--- src/rtl/smi_master.sv ---
// SMI bus initiator: sequences SETUP/STROBE/HOLD phases for one read or write
// command at a time and returns captured read data.
module smi_master #(
  parameter int unsigned DATA_WIDTH = 8,
  parameter int unsigned ADDR_WIDTH = 6,
  parameter int unsigned SETUP      = 2,
  parameter int unsigned STROBE     = 4,
  parameter int unsigned HOLD       = 2
) (
  input  logic                  clk,
  input  logic                  reset,
  input  logic                  cmd_valid,
  output logic                  cmd_ready,
  input  logic                  cmd_write,
  input  logic [ADDR_WIDTH-1:0] cmd_addr,
  input  logic [DATA_WIDTH-1:0] cmd_wdata,
  output logic                  rsp_valid,
  output logic [DATA_WIDTH-1:0] rsp_rdata,
  output logic                  busy,
  output logic [ADDR_WIDTH-1:0] smi_addr,
  output logic                  smi_oe_n,
  output logic                  smi_we_n,
  output logic [DATA_WIDTH-1:0] smi_data_out,
  output logic                  smi_data_oe,
  input  logic [DATA_WIDTH-1:0] smi_data_in
);

  localparam int unsigned CNT_W = $clog2(256);

  typedef enum logic [1:0] {
    S_IDLE,
    S_SETUP,
    S_STROBE,
    S_HOLD
  } state_t;

  state_t                  state, state_nx;
  logic [CNT_W-1:0]        cnt, cnt_nx;
  logic                    is_write, is_write_nx;
  logic [ADDR_WIDTH-1:0]   addr_nx;
  logic [DATA_WIDTH-1:0]   dout_nx;
  logic                    doe_nx;
  logic                    oe_n_nx;
  logic                    we_n_nx;
  logic                    rsp_valid_nx;
  logic [DATA_WIDTH-1:0]   rdata_nx;

  assign cmd_ready = (state == S_IDLE) && reset;
  assign busy      = (state != S_IDLE);

  // State and registered bus outputs; reset forces strobes high and releases the data pins.
  always_ff @(posedge clk or negedge reset) begin
    if (!reset) begin
      state        <= S_IDLE;
      cnt          <= '0;
      is_write     <= 1'b0;
      smi_addr     <= '0;
      smi_data_out <= '0;
      smi_data_oe  <= 1'b0;
      smi_oe_n     <= 1'b1;
      smi_we_n     <= 1'b1;
      rsp_valid    <= 1'b0;
      rsp_rdata    <= '0;
    end else begin
      state        <= state_nx;
      cnt          <= cnt_nx;
      is_write     <= is_write_nx;
      smi_addr     <= addr_nx;
      smi_data_out <= dout_nx;
      smi_data_oe  <= doe_nx;
      smi_oe_n     <= oe_n_nx;
      smi_we_n     <= we_n_nx;
      rsp_valid    <= rsp_valid_nx;
      rsp_rdata    <= rdata_nx;
    end
  end

  // Phase sequencing; the down-counter is reloaded with (length-1) on each phase entry.
  always_comb begin
    state_nx     = state;
    cnt_nx       = cnt;
    is_write_nx  = is_write;
    addr_nx      = smi_addr;
    dout_nx      = smi_data_out;
    doe_nx       = smi_data_oe;
    oe_n_nx      = smi_oe_n;
    we_n_nx      = smi_we_n;
    rsp_valid_nx = 1'b0;
    rdata_nx     = rsp_rdata;
    case (state)
      S_IDLE: begin
        if (cmd_valid && cmd_ready) begin
          state_nx    = S_SETUP;
          cnt_nx      = CNT_W'(SETUP - 1);
          is_write_nx = cmd_write;
          addr_nx     = cmd_addr;
          dout_nx     = cmd_wdata;
          doe_nx      = cmd_write;
        end
      end
      S_SETUP: begin
        if (cnt == '0) begin
          state_nx = S_STROBE;
          cnt_nx   = CNT_W'(STROBE - 1);
          we_n_nx  = !is_write;
          oe_n_nx  = is_write;
        end else begin
          cnt_nx = cnt - CNT_W'(1);
        end
      end
      S_STROBE: begin
        if (cnt == '0) begin
          state_nx = S_HOLD;
          cnt_nx   = CNT_W'(HOLD - 1);
          we_n_nx  = 1'b1;
          oe_n_nx  = 1'b1;
          if (!is_write) begin
            rsp_valid_nx = 1'b1;
            rdata_nx     = smi_data_in;
          end
        end else begin
          cnt_nx = cnt - CNT_W'(1);
        end
      end
      S_HOLD: begin
        if (cnt == '0) begin
          state_nx = S_IDLE;
          doe_nx   = 1'b0;
        end else begin
          cnt_nx = cnt - CNT_W'(1);
        end
      end
      default: state_nx = S_IDLE;
    endcase
  end

endmodule
--- config.mk ---
export PLATFORM = sky130hd
export DESIGN_NAME = smi_master
export DESIGN_NICKNAME = d
export VERILOG_FILES = /design/src/rtl/smi_master.sv
export SDC_FILE = /design/constraint.sdc
export NUM_CORES = 1
export LEC_CHECK = 0
export ABC_AREA = 1
export ABC_CLOCK_PERIOD_IN_PS = 2400
export BUFFER_PORTS_ARGS = -buffer_cell sky130_fd_sc_hd__buf_2
export CORE_ASPECT_RATIO = 0.6
export CORE_UTILIZATION = 55
export DETAILED_ROUTE_END_ITERATION = 8
export HOLD_SLACK_MARGIN = 0.08
export PLACE_DENSITY = 0.9
export SETUP_SLACK_MARGIN = 0.5
export SLEW_MARGIN = 40
export SYNTH_ARGS = -nofsm -noshare
export SYNTH_HDL_FRONTEND = slang
export SYNTH_SLANG_ARGS = --single-unit
--- constraint.sdc ---
create_clock -name clk -period 2.4 [get_ports clk]
set_input_delay 0.36 -clock clk [delete_from_list [all_inputs] [get_ports clk]]
set_output_delay 0.36 -clock clk [all_outputs]
set_load 0.01 [all_outputs]
# After elaboration in Yosys (flattened, before gate mapping)
# Cells that the tools add are included.
# word_totals
out_inout_bits	28
input_bits	26
ff_bits	37
# op_classes
add_sub_neg	1
eq_ne	8
muxes	21
n_bitwise	1
reduce_logical	14
# ops
cell	n
2-to-1 mux 8 bit	4
case mux 8 bit (4 select lines)	1
AND reduction 3 bit	3
logical NOT 8 bit	1
2-to-1 mux 1 bit	8
2-to-1 mux 2 bit	4
inequality test 2 bit, second input constant	4
case mux 2 bit (4 select lines)	1
subtractor 8 x 1 -> 8 bit, second input constant	1
case mux 1 bit (2 select lines)	3
nonzero test 2 bit	3
equality test 2 bit, second input constant	2
AND reduction 2 bit	2
AND reduction 4 bit	1
equality test 2 x 1 -> 1 bit, second input constant	1
logical AND 1 bit	2
logical NOT 2 bit	1
inequality test 2 x 1 -> 1 bit, second input constant	1
logical NOT 1 bit	1
inverter 1 bit	1

# Depth between registers and ports, before layout
# Gate-level depths: netlist (run 1).
# depth
depth_word	5
depth_mapped	11

# Least setup slack after synthesis (run 1)
# Ideal clock, no wire load.
# synth_path
path_type	register to register
startpoint	register state[0]
endpoint	register smi_addr[0]
arrival_time_ns	1.364
slack_ns	0.911
setup_time_ns	0.125
period_less_slack_ns	1.489
path_stages_with_launch	8
path_cell_list	dfrtp_1 -> inv_1 -> ha_1 -> nand2_1 -> inv_2 -> nand2_4 -> buf_6 -> mux2_4
# synth_via
elab_chain_cells	4
# synth_lines
item	line	rtl
start: declaration	37	state_t state, state_nx;
start signal: assignment	65	state <= state_nx;
logical NOT 2 bit	48	assign cmd_ready = (state == S_IDLE) && reset;
logical AND 1 bit	48	
net cmd_ready	13	output logic cmd_ready,
logical AND 1 bit	92	if (cmd_valid && cmd_ready) begin
AND reduction 2 bit (no line)	n/a	
end signal: assignment	68	smi_addr <= addr_nx;
end: declaration	20	output logic [ADDR_WIDTH-1:0] smi_addr,
# The timed path passes the listed nets, and every way through them passes these cells.
# A chain may end at the register's enable or synchronous reset.

# Worst setup path in the final report (run 1)
# layout_path
startpoint	register state[0]
endpoint	output port cmd_ready
# layout_via
elab_chain_cells	2
# layout_lines
item	line
logical NOT 2 bit	48
logical AND 1 bit	48
end: declaration	13
# Every way passes these cells.

==> flow_summary.html, run 1 <==
<table>
<tr><th>Metric</th><th>Value</th></tr>
<tr><th colspan="2">Outcome</th></tr>
<tr><td>Status</td><td>completed</td></tr>
<tr><th colspan="2">Clock network</th></tr>
<tr><td>CTS root buf</td><td>sky130_fd_sc_hd__clkbuf_8</td></tr>
<tr><td>Post-cts repair resize count</td><td>0</td></tr>
<tr><td>Postcts setup bufs</td><td>0</td></tr>
<tr><td>Clock tree from TritonCTS</td><td>built</td></tr>
<tr><td>Cts-stage hold buffer count</td><td>0</td></tr>
<tr><td>CTS clk-pin slew, worst paths</td><td>70 ps</td></tr>
<tr><td>Clock Sink Count</td><td>37</td></tr>
<tr><td>Max clock buf depth</td><td>2</td></tr>
<tr><td>Number of buffers inserted during clock tree synthesis</td><td>5</td></tr>
<tr><td>Clock insertion delay at the later pin of the skew report</td><td>300 ps</td></tr>
<tr><td>Depth of the CTS H-tree</td><td>2</td></tr>
<tr><th colspan="2">Drt</th></tr>
<tr><td>Post-DRT Antenna Nets</td><td>0</td></tr>
<tr><td>Routed len/inst</td><td>13.8 microns</td></tr>
<tr><td>WL final</td><td>4310 microns</td></tr>
<tr><td>Vias per std cell</td><td>5.04</td></tr>
<tr><td>Detailed router's first-iteration violation count</td><td>111</td></tr>
<tr><td>Total via count in the routed design</td><td>1574</td></tr>
<tr><td>Count of unresolved DRC violations after routing</td><td>0</td></tr>
<tr><td>Drt first pass iters</td><td>4</td></tr>
<tr><th colspan="2">Synth</th></tr>
<tr><td>Post-Synthesis Net Count</td><td>239</td></tr>
<tr><td>Main flop type after synthesis</td><td>sky130_fd_sc_hd__dfrtp_1</td></tr>
<tr><td>Synth area leader</td><td>sky130_fd_sc_hd__dfrtp_1</td></tr>
<tr><td>Seq/Total Area, Yosys</td><td>48.4%</td></tr>
<tr><td>Commonest cells post-synth</td><td>sky130_fd_sc_hd__nand2_1, sky130_fd_sc_hd__dfrtp_1, sky130_fd_sc_hd__inv_1</td></tr>
<tr><td>Avg Cell Area, Syn</td><td>9.31 sq um</td></tr>
<tr><td>EDFF count, synth</td><td>0</td></tr>
<tr><td>Synth warnings</td><td>0</td></tr>
<tr><td>Netlist cell types</td><td>25</td></tr>
<tr><td>Leading cell types by total area after synthesis</td><td>sky130_fd_sc_hd__dfrtp_1, sky130_fd_sc_hd__nand2_1, sky130_fd_sc_hd__mux2_4, sky130_fd_sc_hd__ha_1, sky130_fd_sc_hd__inv_1</td></tr>
<tr><td>FFs w/ async S/R, synth</td><td>100%</td></tr>
<tr><td>Cells after Synth</td><td>206</td></tr>
<tr><td>Cell with the most instances after synthesis</td><td>sky130_fd_sc_hd__nand2_1</td></tr>
<tr><td>Post-synthesis sequential element count</td><td>37</td></tr>
<tr><td>Proportion of netlist area held by the largest area contributor</td><td>45.7%</td></tr>
<tr><td>Summed instance area of the synthesized netlist</td><td>1920 sq um</td></tr>
<tr><th colspan="2">Worst setup path</th></tr>
<tr><td>Kind of start point of the critical path</td><td>register</td></tr>
<tr><td>Max Fanout on Critical Path</td><td>4</td></tr>
<tr><td>Data required, critical path</td><td>2040 ps</td></tr>
<tr><td>Arrival time of the worst setup path</td><td>1450 ps</td></tr>
<tr><td>Worst Setup End Kind</td><td>output port</td></tr>
<tr><td>Type of the worst setup path</td><td>reg2out</td></tr>
<tr><th colspan="2">Global route</th></tr>
<tr><td>Residual overflow from global routing</td><td>0</td></tr>
<tr><td>Number of antenna violations at the first check in global routing</td><td>0</td></tr>
<tr><td>Largest net degree at the start of global routing</td><td>38</td></tr>
<tr><td>Combined global-route utilization of all metal layers</td><td>25.1%</td></tr>
<tr><td>Wire length of the first global-routing pass</td><td>6580 microns</td></tr>
<tr><td>Via count of the first global-routing pass</td><td>1389</td></tr>
<tr><th colspan="2">STA</th></tr>
<tr><td>Maximum clock skew at final layout</td><td>7.70 ps</td></tr>
<tr><td>Post-route setup TNS</td><td>0 ps</td></tr>
<tr><td>Tightest Pin Transition</td><td>454 ps</td></tr>
<tr><td>Hold slack</td><td>106 ps</td></tr>
<tr><td>Fmax</td><td>554 MHz</td></tr>
<tr><td>Final Hold Violating Endpoints</td><td>0</td></tr>
<tr><td>Worst rel slew slack</td><td>69.7%</td></tr>
<tr><td>Min cycle time layout</td><td>1810 ps</td></tr>
<tr><td>Finish-stage setup viols</td><td>0</td></tr>
<tr><td>Share of the clock period used by the worst path</td><td>75.2%</td></tr>
<tr><td>Unrepaired setup endpoints after global routing</td><td>false</td></tr>
<tr><td>Final Slew Violations</td><td>0</td></tr>
<tr><th colspan="2">Finish</th></tr>
<tr><td>Layout-stage area growth over the synthesis result</td><td>22.2%</td></tr>
<tr><td>Cell Count, Final, Fillers Out</td><td>312</td></tr>
<tr><td>Antenna cell count</td><td>0</td></tr>
<tr><td>NumNets Final</td><td>299</td></tr>
<tr><td>Layout cells sized above 1</td><td>37.1%</td></tr>
<tr><th colspan="2">Floorplanning</th></tr>
<tr><td>Die height</td><td>47.7 microns</td></tr>
<tr><td>Core area</td><td>3280 sq um</td></tr>
<tr><td>Die Span X</td><td>78.2 microns</td></tr>
<tr><td># IOs</td><td>54</td></tr>
<tr><td>Cell row count</td><td>16</td></tr>
<tr><td>Starting utilization of the core area</td><td>58.4%</td></tr>
<tr><td>Die Outline Area</td><td>3740 sq um</td></tr>
<tr><th colspan="2">Job</th></tr>
<tr><td>Max-cap violations</td><td>0</td></tr>
<tr><th colspan="2">Power</th></tr>
<tr><td>Worst IR Drop VDD</td><td>0.000799 V</td></tr>
<tr><td>Total power divided by cell area</td><td>1460 nW/um^2</td></tr>
<tr><td>Post-layout total power</td><td>0.00342 W</td></tr>
<tr><td>Leakage power of the design</td><td>1.28 nW</td></tr>
<tr><th colspan="2">Hold path</th></tr>
<tr><td>Type of the tightest min-delay check</td><td>in2async</td></tr>
<tr><th colspan="2">Place</th></tr>
<tr><td>Final GP Congestion</td><td>0.948</td></tr>
<tr><td>Input/output buffers</td><td>53</td></tr>
<tr><td>Detailed-placement wirelength estimate</td><td>3170 microns</td></tr>
<tr><td>Count of placed standard cells including taps</td><td>304</td></tr>
</table>
## logic make-up after synthesis
kind of cell	share of synthesized area, %
AOI/OAI and AO/OA	4.44
adders and majority gates	4.57
buffers and inverters	6.07
DFF	48.4
muxes	9.78
and+or+nand+nor	26.7
## area by class of cell
| cell class | count | area (sq um) |
|---|---|---|
| repair buffers | 54 | 273 |
| flip-flops and latches | 37 | 928 |
| clock inverters | 2 | 10.0 |
| inverters | 26 | 105 |
| well taps | 45 | 56.3 |
| multi-input cells | 142 | 898 |
| clock buffers | 6 | 72.6 |
| fillers | 267 | 940 |
## critical path, cell delays in order (launching register included)
cell                      delay (ps)
sky130_fd_sc_hd__dfrtp_1         420
sky130_fd_sc_hd__inv_1           120
sky130_fd_sc_hd__ha_2            280
sky130_fd_sc_hd__nand2_1          80
sky130_fd_sc_hd__inv_2           100
sky130_fd_sc_hd__buf_2           140
## registers in the layout (all words and copies together), names as in the netlist
signal / count
cnt: 8
rsp_rdata: 8
smi_data_out: 8
smi_addr: 6
state: 2
is_write: 1
rsp_valid: 1
smi_data_oe: 1
smi_oe_n: 1
smi_we_n: 1
## per-stage QoR
step / setup slack [ps] / area, sq um / util (%)
6_report: 595 / 2340 / 71.4
5_1_grt: 511 / 2340 / 71.4
4_1_cts: 557 / 2320 / 70.6
3_5_place_dp: 579 / 2240 / 68.1
3_3_place_gp: 630 / 2240 / 68.1
2_1_floorplan: 911 / 1920 / -
## metal layers
layer / track usage [%] / wire length (microns) / vias to the layer above
met3: 7.05 / 387 / 8
met4: 11.1 / 68 / 0
met1: 34.4 / 1970 / 719
met5: 0 / 0 / -
met2: 38.1 / 1880 / 80
li1: - / - / 767
## power by group
group,total [W],switching [W],internal [W]
sequential,0.00111,0.000191,0.000923
clock,0.000425,0.000224,0.000201
combinational,0.00189,0.00113,0.000752
total,0.00342,0.00155,0.00188
## placed cells by master (no fill, tap or decap), drive strengths merged
cell / netlist / layout
buf: 1 / 54
nand2: 72 / 72
nor2: 20 / 20
inv: 25 / 25
clkinv: 1 / 3
mux2: 14 / 14
o21ai: 10 / 10
a31oi: 1 / 1
dfstp: 2 / 2
dfrtp: 35 / 35
clkbuf: 0 / 6
ha: 7 / 7
nand4: 2 / 2
nand3: 10 / 10
a21oi: 5 / 5
nand3b: 1 / 1
## final timing paths
path / startpoint / endpoint / slack, ps / cells past startpoint
min in group clk: smi_data_in[7] / rsp_rdata[7] / 250 / 3
min: reset / smi_data_out[4] / 110 / 2
min reg2reg: rsp_rdata[2] / rsp_rdata[2] / 480 / 2
max in group asynchronous: reset / smi_we_n / 1940 / 2
max: state[0] / cmd_ready / 590 / 5
max reg2reg: state[0] / cnt[6] / 670 / 11
No activity file was read; power rests on OpenSTA's default activity.
==> run 2, diff against run 1 <==
- ABC_CLOCK_PERIOD_IN_PS: 2400 -> 1850
- CORE_UTILIZATION: 55 -> 51
- PLACE_DENSITY: 0.9 -> 0.84
- clock period: 2.4 -> 1.85 ns (I/O delays scaled with it)
==> run 2 against run 1 <==
Against the previous run:
- global-route usage up 2.0 points
- first-iteration DRC count down 21%
- via count up 7.4%
- combinational power up 85%
- design area up 20%
- worst setup slack worse by 260 ps
- final cell count up 6.1%
- hold slack worse by 36 ps
- utilization up 11 points
- highest routed layer unchanged
==> flow_summary.html, run 2 (synthesized netlist as in run 1, its figures left out) <==
<table>
<tr><th>Metric</th><th>Value</th></tr>
<tr><th colspan="2">Outcome</th></tr>
<tr><td>Status</td><td>completed</td></tr>
<tr><th colspan="2">Drt</th></tr>
<tr><td>Routed len/inst</td><td>15.7 microns (+14%)</td></tr>
<tr><td>Total via count in the routed design</td><td>1690 (+7.4%)</td></tr>
<tr><td>WL final</td><td>5190 microns (+20%)</td></tr>
<tr><td>Detailed router's first-iteration violation count</td><td>88 (-21%)</td></tr>
<tr><td>Drt first pass iters</td><td>4 (unchanged)</td></tr>
<tr><td>Count of unresolved DRC violations after routing</td><td>0 (unchanged)</td></tr>
<tr><td>Post-DRT Antenna Nets</td><td>0 (unchanged)</td></tr>
<tr><td>Vias per std cell</td><td>5.11 (+1.2%)</td></tr>
<tr><th colspan="2">Floorplanning</th></tr>
<tr><td>Die Span X</td><td>81.2 microns (+3.7%)</td></tr>
<tr><td># IOs</td><td>54 (unchanged)</td></tr>
<tr><td>Cell row count</td><td>16 (unchanged)</td></tr>
<tr><td>Die height</td><td>49.5 microns (+3.7%)</td></tr>
<tr><td>Die Outline Area</td><td>4020 sq um (+7.6%)</td></tr>
<tr><td>Starting utilization of the core area</td><td>56.0% (-2.4 points)</td></tr>
<tr><td>Core area</td><td>3420 sq um (+4.3%)</td></tr>
<tr><th colspan="2">Finish</th></tr>
<tr><td>Leading cell type in the layout, fill and taps excluded</td><td>sky130_fd_sc_hd__buf_2</td></tr>
<tr><td>Commonest cells after routing, fill and taps aside</td><td>sky130_fd_sc_hd__buf_2, sky130_fd_sc_hd__nand2_1, sky130_fd_sc_hd__dfrtp_1</td></tr>
<tr><td>NumNets Final</td><td>318 (+6.4%)</td></tr>
<tr><td>Antenna cell count</td><td>0 (unchanged)</td></tr>
<tr><td>Layout cells sized above 1</td><td>58.0% (+21 points)</td></tr>
<tr><td>Regs by FF count</td><td>cnt: 8 flops, rsp_rdata: 8 flops, smi_data_out: 8 flops</td></tr>
<tr><td>Layout-stage area growth over the synthesis result</td><td>46.4%</td></tr>
<tr><th colspan="2">Place</th></tr>
<tr><td>DP Worst Slack</td><td>232 ps (-347 ps)</td></tr>
<tr><td>Detailed-placement wirelength estimate</td><td>3190 microns (+0.55%)</td></tr>
<tr><td>Final GP Congestion</td><td>0.926 (-2.3%)</td></tr>
<tr><td>Input/output buffers</td><td>53 (unchanged)</td></tr>
<tr><th colspan="2">Global route</th></tr>
<tr><td>Number of antenna violations at the first check in global routing</td><td>0 (unchanged)</td></tr>
<tr><td>Largest net degree at the start of global routing</td><td>38 (unchanged)</td></tr>
<tr><td>Wire length of the first global-routing pass</td><td>7990 microns (+22%)</td></tr>
<tr><td>Combined global-route utilization of all metal layers</td><td>27.0% (+2.0 points)</td></tr>
<tr><td>Residual overflow from global routing</td><td>0 (unchanged)</td></tr>
<tr><td>Via count of the first global-routing pass</td><td>1674 (+21%)</td></tr>
<tr><th colspan="2">STA</th></tr>
<tr><td>Share of the clock period used by the worst path</td><td>81.9%</td></tr>
<tr><td>Post-route setup TNS</td><td>0 ps (unchanged)</td></tr>
<tr><td>Tightest Pin Transition</td><td>458 ps (+3.28 ps)</td></tr>
<tr><td>Smallest setup slack after layout</td><td>334 ps (-261 ps)</td></tr>
<tr><td>Fmax</td><td>660 MHz</td></tr>
<tr><td>Final Hold Violating Endpoints</td><td>0 (unchanged)</td></tr>
<tr><td>Worst rel slew slack</td><td>69.5% (-0.22 points)</td></tr>
<tr><td>Maximum clock skew at final layout</td><td>6.26 ps (-1.44 ps)</td></tr>
<tr><td>Final Slew Violations</td><td>0 (unchanged)</td></tr>
<tr><td>Min cycle time layout</td><td>1520 ps</td></tr>
<tr><td>Unrepaired setup endpoints after global routing</td><td>true</td></tr>
<tr><td>Finish-stage setup viols</td><td>0 (unchanged)</td></tr>
<tr><th colspan="2">Power</th></tr>
<tr><td>Switching share of power</td><td>45.9% (+0.69 points)</td></tr>
<tr><td>Part of the power in registers</td><td>26.3% (-6.2 points)</td></tr>
<tr><td>Worst IR Drop VDD</td><td>0.00107 V (+34%)</td></tr>
<tr><td>Part of the total power dissipated in the clock network</td><td>10.1% (-2.3 points)</td></tr>
<tr><td>Total power divided by cell area</td><td>1960 nW/um^2 (+34%)</td></tr>
<tr><td>Internal portion of total power</td><td>0.00298 W (+59%)</td></tr>
<tr><td>Leakage power of the design</td><td>1.44 nW (+12%)</td></tr>
<tr><td>Sw Pwr</td><td>0.00253 W (+63%)</td></tr>
<tr><td>Gate power share</td><td>63.5% (+8.4 points)</td></tr>
<tr><th colspan="2">Worst setup path</th></tr>
<tr><td>Arrival time of the worst setup path</td><td>1240 ps (-210 ps)</td></tr>
<tr><td>Type of the worst setup path</td><td>reg2out</td></tr>
<tr><td>Worst Setup End Kind</td><td>output port</td></tr>
<tr><td>Data required, critical path</td><td>1570 ps (-470 ps)</td></tr>
<tr><td>Kind of start point of the critical path</td><td>register</td></tr>
<tr><td>Cell count of the worst reg-to-reg path</td><td>7 (-4)</td></tr>
<tr><td>Max Fanout on Critical Path</td><td>3 (-1)</td></tr>
<tr><th colspan="2">Hold path</th></tr>
<tr><td>Type of the tightest min-delay check</td><td>in2async</td></tr>
<tr><th colspan="2">Job</th></tr>
<tr><td>Max-cap violations</td><td>0 (unchanged)</td></tr>
<tr><th colspan="2">Clock network</th></tr>
<tr><td>Depth of the CTS H-tree</td><td>2 (unchanged)</td></tr>
<tr><td>Cts-stage hold buffer count</td><td>0 (unchanged)</td></tr>
<tr><td>Clock Sink Count</td><td>37 (unchanged)</td></tr>
<tr><td>CTS root buf</td><td>sky130_fd_sc_hd__clkbuf_8</td></tr>
<tr><td>Clock insertion delay at the later pin of the skew report</td><td>300 ps (about the same)</td></tr>
<tr><td>CTS clk-pin slew, worst paths</td><td>70 ps (about the same)</td></tr>
<tr><td>Max clock buf depth</td><td>2 (unchanged)</td></tr>
<tr><td>Clock tree from TritonCTS</td><td>built</td></tr>
<tr><td>Number of buffers inserted during clock tree synthesis</td><td>5 (unchanged)</td></tr>
</table>
## run 2: cell count changes in the layout (fill, tap and decap cells not counted), moves of 5 or more
cell                      delta
sky130_fd_sc_hd__inv_1       -5
sky130_fd_sc_hd__nand2_2    +17
sky130_fd_sc_hd__buf_4      +13
sky130_fd_sc_hd__ha_4        +6
sky130_fd_sc_hd__nand2_4     +6
sky130_fd_sc_hd__ha_1        -6
sky130_fd_sc_hd__nand2_1    -24
## run 2: layout make-up
cell class | count | area, sq um
clock buffers | 5 | 68.8
inverters | 26 | 120
well taps | 45 | 56.3
repair inverters | 1 | 6.26
repair buffers | 71 | 448
fillers | 209 | 616
clock inverters | 3 | 17.5
multi-input cells | 143 | 1160
flip-flops and latches | 37 | 931
## run 2: power by group through the flow
| stage | sequential, W | clock (W) | combinational, W |
|---|---|---|---|
| after floorplan | 0.00155 | 0 | 0.00162 |
| after global placement | 0.00144 | 0 | 0.00234 |
| after detailed placement | 0.00145 | 0 | 0.00243 |
| after CTS | 0.00143 | 0.000564 | 0.00278 |
| after global routing | 0.00149 | 0.000600 | 0.00379 |
| final | 0.00145 | 0.000557 | 0.00350 |
## run 2: worst paths after layout
check / from / end / slack [ps]
min reg2reg: rsp_rdata[1] / rsp_rdata[1] / 480
min: reset / smi_data_out[4] / 70
min in group clk: smi_data_in[4] / rsp_rdata[4] / 170
max in group asynchronous: reset / smi_we_n / 1430
max reg2reg: state[1] / smi_addr[4] / 360
max: state[1] / cmd_ready / 330
## run 2: what timing repair did
item	4_1_cts	5_1_grt
buffers inserted	8	7
pin swaps	3	23
setup endpoints to repair	38	39
gates resized for setup	19	59
cloned	1	1
## run 2: critical path: stages (launching register included)
cell and delay, ps:
sky130_fd_sc_hd__dfrtp_1 400, sky130_fd_sc_hd__inv_2 130, sky130_fd_sc_hd__ha_4 180, sky130_fd_sc_hd__nand2_4 60, sky130_fd_sc_hd__inv_6 70, sky130_fd_sc_hd__buf_6 100
## run 2: per-stage QoR
stage	cells	utilization, %	instance area (sq um)	power [W]	hold WS, ps
after floorplan	206	-	1940	0.00316	-18.1
after global placement	306	66.3	2270	0.00378	398
after detailed placement	306	66.3	2270	0.00388	379
after CTS	323	74.0	2530	0.00477	90.8
after global routing	331	82.0	2810	0.00589	120
final	331	82.0	2810	0.00550	69.7
## run 2: layer usage
metal | wire, microns | part of all wire [%] | track usage, % | vias up
li1 | - | - | - | 811
met3 | 376 | 7.3 | 7.22 | 11
met4 | 102 | 2.0 | 11.0 | 0
met5 | 0 | 0 | 0 | -
met2 | 2480 | 48 | 42.3 | 65
met1 | 2230 | 43 | 35.5 | 803
